===== src/rtl/ps2_key_decoder_pkg.sv =====
// Shared types for the PS/2 key path feeding camera_controller.
package ps2_key_decoder_pkg;

    // Motion vector used by camera_controller.
    typedef struct packed {
        logic signed [15:0] x;
        logic signed [15:0] y;
        logic signed [15:0] z;
    } vector_t;

    // Per-key strobes: bit0 = press, bit1 = release.
    typedef struct packed {
        logic [1:0] w;
        logic [1:0] a;
        logic [1:0] s;
        logic [1:0] d;
        logic [1:0] q;
        logic [1:0] e;
        logic       pressed;
        logic       released;
    } keys_t;

    // Scan code set 2 values of interest.
    localparam logic [7:0] SC_W     = 8'h1D;
    localparam logic [7:0] SC_A     = 8'h1C;
    localparam logic [7:0] SC_S     = 8'h1B;
    localparam logic [7:0] SC_D     = 8'h23;
    localparam logic [7:0] SC_Q     = 8'h15;
    localparam logic [7:0] SC_E     = 8'h24;
    localparam logic [7:0] SC_BREAK = 8'hF0;
    localparam logic [7:0] SC_EXT   = 8'hE0;

    // Key index follows the held bit order {e,q,d,s,a,w}.
    localparam logic [2:0] KEY_W    = 3'd0;
    localparam logic [2:0] KEY_A    = 3'd1;
    localparam logic [2:0] KEY_S    = 3'd2;
    localparam logic [2:0] KEY_D    = 3'd3;
    localparam logic [2:0] KEY_Q    = 3'd4;
    localparam logic [2:0] KEY_E    = 3'd5;
    localparam logic [2:0] KEY_NONE = 3'd7;

    typedef enum logic [1:0] {
        ST_IDLE    = 2'd0,
        ST_BRK     = 2'd1,
        ST_EXT     = 2'd2,
        ST_EXT_BRK = 2'd3
    } dec_state_e;

    // Map a scan code to its key index, KEY_NONE when unmapped.
    function automatic logic [2:0] key_index(input logic [7:0] sc);
        logic [2:0] idx;
        case (sc)
            SC_W:    idx = KEY_W;
            SC_A:    idx = KEY_A;
            SC_S:    idx = KEY_S;
            SC_D:    idx = KEY_D;
            SC_Q:    idx = KEY_Q;
            SC_E:    idx = KEY_E;
            default: idx = KEY_NONE;
        endcase
        return idx;
    endfunction

    // Build the one-cycle keys_t strobe for a press (rel=0) or release (rel=1).
    function automatic keys_t key_strobe(input logic [2:0] idx, input logic rel);
        keys_t      k;
        logic [1:0] bits;
        k        = '0;
        bits     = rel ? 2'b10 : 2'b01;
        case (idx)
            KEY_W:   k.w = bits;
            KEY_A:   k.a = bits;
            KEY_S:   k.s = bits;
            KEY_D:   k.d = bits;
            KEY_Q:   k.q = bits;
            KEY_E:   k.e = bits;
            default: k   = '0;
        endcase
        k.pressed  = ~rel;
        k.released = rel;
        return k;
    endfunction

endpackage


===== src/rtl/ps2_rx.sv =====
// PS/2 frame receiver: synchronizers, falling-edge detect, 11-bit shifter,
// frame checks and a mid-frame idle timeout.
//
// Output handshake: byte_valid and err are single-cycle strobes with no ready
// path; they are mutually exclusive and the consumer must act on every pulse.
module ps2_rx #(
    parameter int unsigned SYNC_STAGES = 2,
    parameter int unsigned TIMEOUT_CYC = 50000
) (
    input  logic       clk,
    input  logic       rst,
    input  logic       ps2_clk,
    input  logic       ps2_data,
    output logic [7:0] rx_byte,
    output logic       byte_valid,
    output logic       err
);

    localparam int TO_W = $clog2(TIMEOUT_CYC + 1);

    logic [SYNC_STAGES-1:0] clk_sync_q, clk_sync_d;
    logic [SYNC_STAGES-1:0] data_sync_q, data_sync_d;
    logic                   clk_prev_q, clk_prev_d;
    logic [3:0]             bit_cnt_q, bit_cnt_d;
    logic [9:0]             shift_q, shift_d;
    logic [TO_W-1:0]        to_cnt_q, to_cnt_d;
    logic [7:0]             byte_q, byte_d;
    logic                   byte_valid_q, byte_valid_d;
    logic                   err_q, err_d;

    logic                   sync_clk;
    logic                   sync_data;
    logic                   fall;
    logic                   frame_ok;

    assign sync_clk  = clk_sync_q[SYNC_STAGES-1];
    assign sync_data = data_sync_q[SYNC_STAGES-1];
    assign fall      = clk_prev_q & ~sync_clk;

    // Next-state: shift bits on falling edges, check the frame at the stop bit, abort on idle timeout.
    always_comb begin
        clk_sync_d   = {clk_sync_q[SYNC_STAGES-2:0], ps2_clk};
        data_sync_d  = {data_sync_q[SYNC_STAGES-2:0], ps2_data};
        clk_prev_d   = sync_clk;
        bit_cnt_d    = bit_cnt_q;
        shift_d      = shift_q;
        to_cnt_d     = to_cnt_q;
        byte_d       = byte_q;
        byte_valid_d = 1'b0;
        err_d        = 1'b0;
        // shift_q holds {parity, data[7:0], start} once ten bits are in.
        frame_ok     = ~shift_q[0] & (^shift_q[9:1]) & sync_data;

        if (fall) begin
            to_cnt_d = '0;
            if (bit_cnt_q == 4'd10) begin
                bit_cnt_d    = 4'd0;
                byte_valid_d = frame_ok;
                err_d        = ~frame_ok;
                if (frame_ok) begin
                    byte_d = shift_q[8:1];
                end
            end else begin
                shift_d   = {sync_data, shift_q[9:1]};
                bit_cnt_d = bit_cnt_q + 4'd1;
            end
        end else if (bit_cnt_q != 4'd0) begin
            if (to_cnt_q == TO_W'(TIMEOUT_CYC - 1)) begin
                bit_cnt_d = 4'd0;
                to_cnt_d  = '0;
                err_d     = 1'b1;
            end else begin
                to_cnt_d = to_cnt_q + TO_W'(1);
            end
        end
    end

    // State register; synchronizers reset to the idle-high line level.
    always_ff @(posedge clk) begin
        if (rst) begin
            clk_sync_q   <= '1;
            data_sync_q  <= '1;
            clk_prev_q   <= 1'b1;
            bit_cnt_q    <= 4'd0;
            shift_q      <= '0;
            to_cnt_q     <= '0;
            byte_q       <= '0;
            byte_valid_q <= 1'b0;
            err_q        <= 1'b0;
        end else begin
            clk_sync_q   <= clk_sync_d;
            data_sync_q  <= data_sync_d;
            clk_prev_q   <= clk_prev_d;
            bit_cnt_q    <= bit_cnt_d;
            shift_q      <= shift_d;
            to_cnt_q     <= to_cnt_d;
            byte_q       <= byte_d;
            byte_valid_q <= byte_valid_d;
            err_q        <= err_d;
        end
    end

    assign rx_byte    = byte_q;
    assign byte_valid = byte_valid_q;
    assign err        = err_q;

endmodule


===== src/rtl/ps2_key_decoder.sv =====
// PS/2 keyboard decoder: make/break/extended parsing, typematic suppression,
// held-key tracking and registered one-cycle key event strobes.
module ps2_key_decoder
    import ps2_key_decoder_pkg::*;
#(
    parameter int unsigned SYNC_STAGES = 2,
    parameter int unsigned TIMEOUT_CYC = 50000
) (
    input  logic       clk,
    input  logic       rst,
    input  logic       ps2_clk,
    input  logic       ps2_data,
    output keys_t      keys,
    output logic [5:0] held,
    output logic       rx_err,
    output dec_state_e dbg_state
);

    logic [7:0] rx_byte;
    logic       rx_valid;

    ps2_rx #(
        .SYNC_STAGES (SYNC_STAGES),
        .TIMEOUT_CYC (TIMEOUT_CYC)
    ) u_rx (
        .clk        (clk),
        .rst        (rst),
        .ps2_clk    (ps2_clk),
        .ps2_data   (ps2_data),
        .rx_byte    (rx_byte),
        .byte_valid (rx_valid),
        .err        (rx_err)
    );

    dec_state_e state_q, state_d;
    logic [5:0] held_q, held_d;
    keys_t      keys_q, keys_d;

    logic [2:0] idx;
    logic       mapped;
    logic       make_evt;
    logic       break_evt;

    // Decoder next-state, held update and event strobe, evaluated per received byte.
    always_comb begin
        state_d   = state_q;
        held_d    = held_q;
        keys_d    = '0;
        idx       = key_index(rx_byte);
        mapped    = (idx != KEY_NONE);
        make_evt  = 1'b0;
        break_evt = 1'b0;

        if (rx_err) begin
            state_d = ST_IDLE;
        end else if (rx_valid) begin
            case (state_q)
                ST_IDLE: begin
                    if (rx_byte == SC_EXT) begin
                        state_d = ST_EXT;
                    end else if (rx_byte == SC_BREAK) begin
                        state_d = ST_BRK;
                    end else begin
                        make_evt = mapped;
                    end
                end
                ST_BRK: begin
                    break_evt = mapped;
                    state_d   = ST_IDLE;
                end
                ST_EXT: begin
                    // Extended keys are not used; only track the prefix to skip them.
                    state_d = (rx_byte == SC_BREAK) ? ST_EXT_BRK : ST_IDLE;
                end
                ST_EXT_BRK: begin
                    state_d = ST_IDLE;
                end
                default: begin
                    state_d = ST_IDLE;
                end
            endcase
        end

        // A repeat of an already-held key, or a release of an idle key, is silent.
        if (make_evt && !held_q[idx]) begin
            held_d[idx] = 1'b1;
            keys_d      = key_strobe(idx, 1'b0);
        end else if (break_evt && held_q[idx]) begin
            held_d[idx] = 1'b0;
            keys_d      = key_strobe(idx, 1'b1);
        end
    end

    // Decoder state, held keys and registered strobes.
    always_ff @(posedge clk) begin
        if (rst) begin
            state_q <= ST_IDLE;
            held_q  <= '0;
            keys_q  <= '0;
        end else begin
            state_q <= state_d;
            held_q  <= held_d;
            keys_q  <= keys_d;
        end
    end

    assign keys      = keys_q;
    assign held      = held_q;
    assign dbg_state = state_q;

endmodule

===== config.mk =====
export PLATFORM = sky130hd
export DESIGN_NAME = ps2_key_decoder
export DESIGN_NICKNAME = d
export VERILOG_FILES = /design/src/rtl/ps2_key_decoder_pkg.sv /design/src/rtl/ps2_rx.sv /design/src/rtl/ps2_key_decoder.sv
export SDC_FILE = /design/constraint.sdc
export NUM_CORES = 1
export LEC_CHECK = 0
export BUFFER_PORTS_ARGS = -buffer_cell sky130_fd_sc_hd__buf_4
export CAP_MARGIN = 20
export CORE_ASPECT_RATIO = 0.5
export CORE_MARGIN = 4
export CORE_UTILIZATION = 65
export CTS_BUF_LIST = sky130_fd_sc_hd__clkbuf_8
export DETAILED_ROUTE_END_ITERATION = 10
export GPL_TIMING_DRIVEN = 1
export PLACE_DENSITY = 0.86
export SYNTH_ARGS = -nofsm -noshare
export SYNTH_HDL_FRONTEND = slang
export SYNTH_HIERARCHICAL = 1
export SYNTH_SLANG_ARGS = --single-unit
export TNS_END_PERCENT = 10

===== constraint.sdc =====
create_clock -name clk -period 5.6 [get_ports clk]
set_input_delay 0.84 -clock clk [delete_from_list [all_inputs] [get_ports clk]]
set_output_delay 0.84 -clock clk [all_outputs]
set_load 0.01 [all_outputs]

# Yosys cells after proc, flatten, opt, wreduce, memory -nomap -nowiden
# Cells that the tools add are included.
[classes] addsub=2 n_mul=0 n_div=0 n_lt_le_gt_ge=2 n_eq_ne=20 shifts=0 mux=42 bitwise=11 reduce_logical=20
[ops] cell="equality test 8 x 5 -> 1 bit (second input constant)" n=4
[ops] cell="2-to-1 mux 14 bit" n=2
[ops] cell="2-to-1 mux 1 bit" n=20
[ops] cell="2-to-1 mux 2 bit" n=9
[ops] cell="one-hot mux 3 bit (6 select lines)" n=1
[ops] cell="adder 16 x 1 -> 16 bit (second input constant)" n=1
[ops] cell="equality test 16 bit (second input constant)" n=1
[ops] cell="equality test 8 x 6 -> 1 bit (second input constant)" n=2
[ops] cell="equality test 8 bit (second input constant)" n=2
[ops] cell="2-to-1 mux 16 bit" n=1
[ops] cell="2-to-1 mux 4 bit" n=4
[ops] cell="2-to-1 mux 6 bit" n=2
[ops] cell="parity 9 bit" n=1
[ops] cell="OR reduction 2 bit" n=4
[ops] cell="AND 6 bit" n=1
[ops] cell="equality test 3 x 2 -> 1 bit (second input constant)" n=2
[ops] cell="equality test 3 bit (second input constant)" n=2
[ops] cell="inequality test 3 bit (second input constant)" n=2
[ops] cell="inverter 6 bit" n=1
[ops] cell="bitwise OR 6 bit" n=1
[ops] cell="one-hot mux 2 bit (3 select lines)" n=1
[ops] cell="AND reduction 2 bit" n=3
[ops] cell="nonzero test 2 bit" n=3
[ops] cell="inverter 1 bit" n=5
[ops] cell="17 further kinds" n=22
[totals] register_bits=67 latch_bits=0 ram_bits=0 mem_bits_ro=0 input_bits=4 out_inout_bits=23 elab_cells=116 memories=0

# Longest topological paths before layout
[depth] word_depth=10 mapped_depth=9 mapped_depth_nobuf=6

# Hierarchy
# Netlist, hierarchy kept.
[by_module_without_submodules] module="ps2_rx" instances=1 cells_per_inst=228 area_per_inst_um2=2029.4 seq_area_each_um2=900.9
[by_module_without_submodules] module="ps2_key_decoder" instances=1 cells_per_inst=121 area_per_inst_um2=1017.2 seq_area_each_um2=440.4

# Worst setup path before layout
# Ideal clock, no wire load.
[synth_timing] kind="register to register" start="register u_rx.byte_q[7], in the netlist u_rx/rx_byte[7]" end="register with a tool-made name" setup_ns=0.123 t_arrival_ns=2.081 path_slack_ns=3.397 stages_incl_launch_ff=9 period_less_slack_ns=2.203 cell_sequence="dfxtp_1 or4b_4 or3_1 buf_2 a311o_1 o2111a_1 and2_4 buf_6 mux2i_1"
[synth_lines] item="start: declaration" line_no="ps2_rx.sv:27" source="logic [7:0] byte_q, byte_d;"
[synth_lines] item="start signal: assignment" line_no="ps2_rx.sv:97" source="byte_q <= byte_d;"

# Worst setup path after layout
[layout_timing] start="register u_rx.byte_q[0], in the netlist u_rx/rx_byte[0]" end="register keys_q, in the netlist keys[4]"
[layout_between] elab_chain_cells=10 elab_cells_between_ends=27
[layout_lines] item="equality test 8 x 6 -> 1 bit / equality test 8 x 5 -> 1 bit (equally long branches)" line_no="ps2_key_decoder_pkg.sv:52" source="case (sc)"
[layout_lines] item="one-hot mux 3 bit (6 select lines)" line_no="ps2_key_decoder_pkg.sv:52"
[layout_lines] item="inequality test 3 bit" line_no="ps2_key_decoder.sv:50" source="mapped = (idx != KEY_NONE);"
[layout_lines] item="2-to-1 mux 1 bit" line_no="ps2_key_decoder.sv:61" source="end else if (rx_byte == SC_BREAK) begin"
[layout_lines] item="2-to-1 mux 1 bit" line_no="ps2_key_decoder.sv:59" source="if (rx_byte == SC_EXT) begin"
[layout_lines] item="2-to-1 mux 1 bit" line_no="ps2_key_decoder.sv:57" source="case (state_q)"
[layout_lines] item="2-to-1 mux 1 bit" line_no="ps2_key_decoder.sv:56" source="end else if (rx_valid) begin"
[layout_lines] item="2-to-1 mux 1 bit" line_no="ps2_key_decoder.sv:54" source="if (rx_err) begin"
[layout_lines] item="logical AND 1 bit" line_no="ps2_key_decoder.sv:85" source="if (make_evt && !held_q[idx]) begin"
[layout_lines] item="2-to-1 mux 14 bit (*)" line_no="ps2_key_decoder.sv:85"
[layout_lines] item="end signal: assignment" line_no="ps2_key_decoder.sv:103" source="keys_q <= keys_d;"
[layout_lines] item="end: declaration" line_no="ps2_key_decoder.sv:37" source="keys_t keys_q, keys_d;"
# Every way passes the cells marked *; elsewhere a longest branch is shown, timed or not. The select of a mux whose other input is x is not followed.
# A chain may end at the register's enable or synchronous reset.

==> metrics.yaml <==
nets: 383
gp_congestion: 0.8769
row_count: 17
worstMarginPinSlew_ps: 855.2
antenna_found_initial: 0
root_buffer: "clkbuf_8"
wl_um: 6660
path_class: "reg2reg"
first_pass_iters: 5
arrival_ps: 2730
status: "finished clean"
finalNonFillerCells: 437
r2r_setup_slack_ps: 3160
cts-buffers-inserted: 9
netlist.area_leader.share_pct: 44.02
wl_per_cell_um: 15.24
core_area_um2: 4467
fin_tns_setup_ps: 0
max_freq_ghz: 0.4092
syn_area_per_cell_um2: 8.730
cp_data_required_time_ps: 5890
drc: 0
avgViaCountPerCell: 6.011
hold_class: "reg2reg"
seq_area_um2: 1341
die_h_um: 56.41
dieWidth_um: 104.8
syn_inst: 349
dieArea_um2: 5913
synth_seq_cells: 67
static-leakage-power_nw: 1.272
worstSetupStartpointType: "flop"
synth_top_area_cell: "dfxtp_1"
cts_resized: 0
drive_gt1_share_pct: 14.74
clk_pin_slew_worst_paths_ps: 70
grt_pass1_wl_um: 11370
ir_drop_uv: 180.4
grt-ovfl-total: 0
area_growth_pct: 15.20
via_count: 2627
drt_iter0_markers: 160
ant_nets: 0
fin_skew_ps: 5.658
hold_viol: 0
grt_pass1_vias: 2533
fillers: 304
power_density_nw_per_um2: 285.9
grt_max_degree: 31
yosysSeqAreaShare_pct: 44.02
critPathCaptureType: "flop"
cts_tree: "built"
fin_crit_ps: 2444
synth_cell_types: 54
slew-limit-headroom_pct: 42.86
synthArstFlopShare_pct: 0
synth_flop_cell: "dfxtp_1"
clockBufferDepth: 2
cts_hold_buf: 0
finalMaxSlewViolations: 0
min_period_over_period_pct: 43.64
clock_sinks: 67
initial_core_util_pct: 68.21
power_mw: 1.003
multiInputGateArea_um2: 1610
cap_violations: 0
cp_max_fo: 10
syn_area_um2: 3047
dpl_cell_area_um2: 3259
synth_edf_count: 0
ios: 27
synth.area.top_cells: "dfxtp_1 44%, nand2_1 7.3%, a21oi_1 4.8%"
io_buffer_count: 26
hpwlAfterDp_um: 4357
clock_latency_ps: 350
cts_setup_buffers: 0
yosysWarnings: 6
syn_nets: 357
placed_cells: 421
antennaDiodeCount: 0
grt.total_usage_pct: 23.86
setup_viol: 0
h-tree-depth: 3
design_area_um2: 3510
rsz0062_at_grt: "false"
[area by class of cell]
type	instances	area share, %
clock buffer	10	3.922
inverter	11	1.176
sequential	67	38.22
tap	57	2.032
multi-input combinational	260	45.88
clock inverter	6	3.209
timing repair buffer	26	5.561
[power breakdown]
group	leakage [nW]	switching, mW	internal [mW]
registers	0.541	0.00256	0.479
logic	0.605	0.0159	0.00820
clock network	0.126	0.189	0.308
[cell families (layout without fill, tap and decap cells)]
group / Yosys count / count (layout) / share of synthesized area (%)
AOI/OAI and AO/OA: 60 / 60 / 11.99
xor gates and xnor gates: 15 / 15 / 5.708
adders and majority gates: 4 / 4 / 1.643
buffers and inverters: 22 / 53 / 3.121
DFF: 67 / 67 / 44.02
muxes: 13 / 13 / 4.723
and+or+nand+nor: 168 / 168 / 28.79
[stage by stage]
step | hold slack, ps | util (%) | setup WS, ps
2_1_floorplan | 389.5 | - | 3397
3_3_place_gp | 394.7 | 72.97 | 3074
3_5_place_dp | 406.9 | 72.97 | 2908
4_1_cts | 433.6 | 78.57 | 3182
5_1_grt | 450.4 | 78.57 | 2999
6_report | 429.2 | 78.57 | 3156
[cell usage in the layout (no fill, tap or decap), types with 10 or more instances in the layout]
cell type,synthesis,final
clkbuf_8,0,10
mux2i_1,11,11
a21oi_1,29,29
inv_1,10,10
nor2_1,32,32
nand3_1,11,11
o21ai_0,12,12
nand2_1,59,59
dfxtp_1,67,67
buf_4,0,26
[cells in the mapped netlist (2+ instances only)]
library cell and count:
xnor3_1 2, o21ai_0 12, nor4bb_1 3, or4b_1 2, a31oi_1 4, mux2i_1 11, or2_2 6, xor2_1 4
a21oi_1 29, or3_1 8, ha_1 4, nand3b_1 3, nand2b_1 5, nor2b_1 8, nor4b_1 6, clkbuf_1 6
nand2_1 59, nand3_1 11, o211ai_1 3, nand4_1 3, inv_1 10, nor3_1 5, and3b_1 3, buf_2 4
and3_1 3, xnor2_1 8, nor2_1 32, dfxtp_1 67, nor3b_1 3
[sequential cells by signal (all words and copies together), names as in the netlist, named ones only]
name and count:
u_rx/clk_sync_q 2, u_rx/byte_valid 1, u_rx/clk_prev_q 1, u_rx/err 1
keys 14, dbg_state 2, u_rx/bit_cnt_q 4, u_rx/rx_byte 8
u_rx/data_sync_q 2, u_rx/to_cnt_q 16, u_rx/shift_q 10
[worst paths after layout]
kind                                      endpoint  cells after the start          startpoint
worst min register to register  u_rx/clk_sync_q[1]                      1  u_rx/clk_sync_q[0]
worst max register to register             keys[4]                      6     u_rx/rx_byte[0]
worst max-delay path                       keys[4]                      6     u_rx/rx_byte[0]
worst min-delay path            u_rx/clk_sync_q[1]                      1  u_rx/clk_sync_q[0]
[metal layers]
metal	wire length [um]	track usage, %
met5	0	0
met4	120	6.542
met3	437	10.10
met2	3302	44.03
met1	2800	25.14
[critical path, cell delays in order, from the launching register on]
cell and delay [ps]:
dfxtp_1 540, nor4b_1 490, nand3_1 320, a311o_1 440, o2111a_1 170, a21o_1 270
nor2_1 130
No activity file was read; power rests on OpenSTA's default activity.
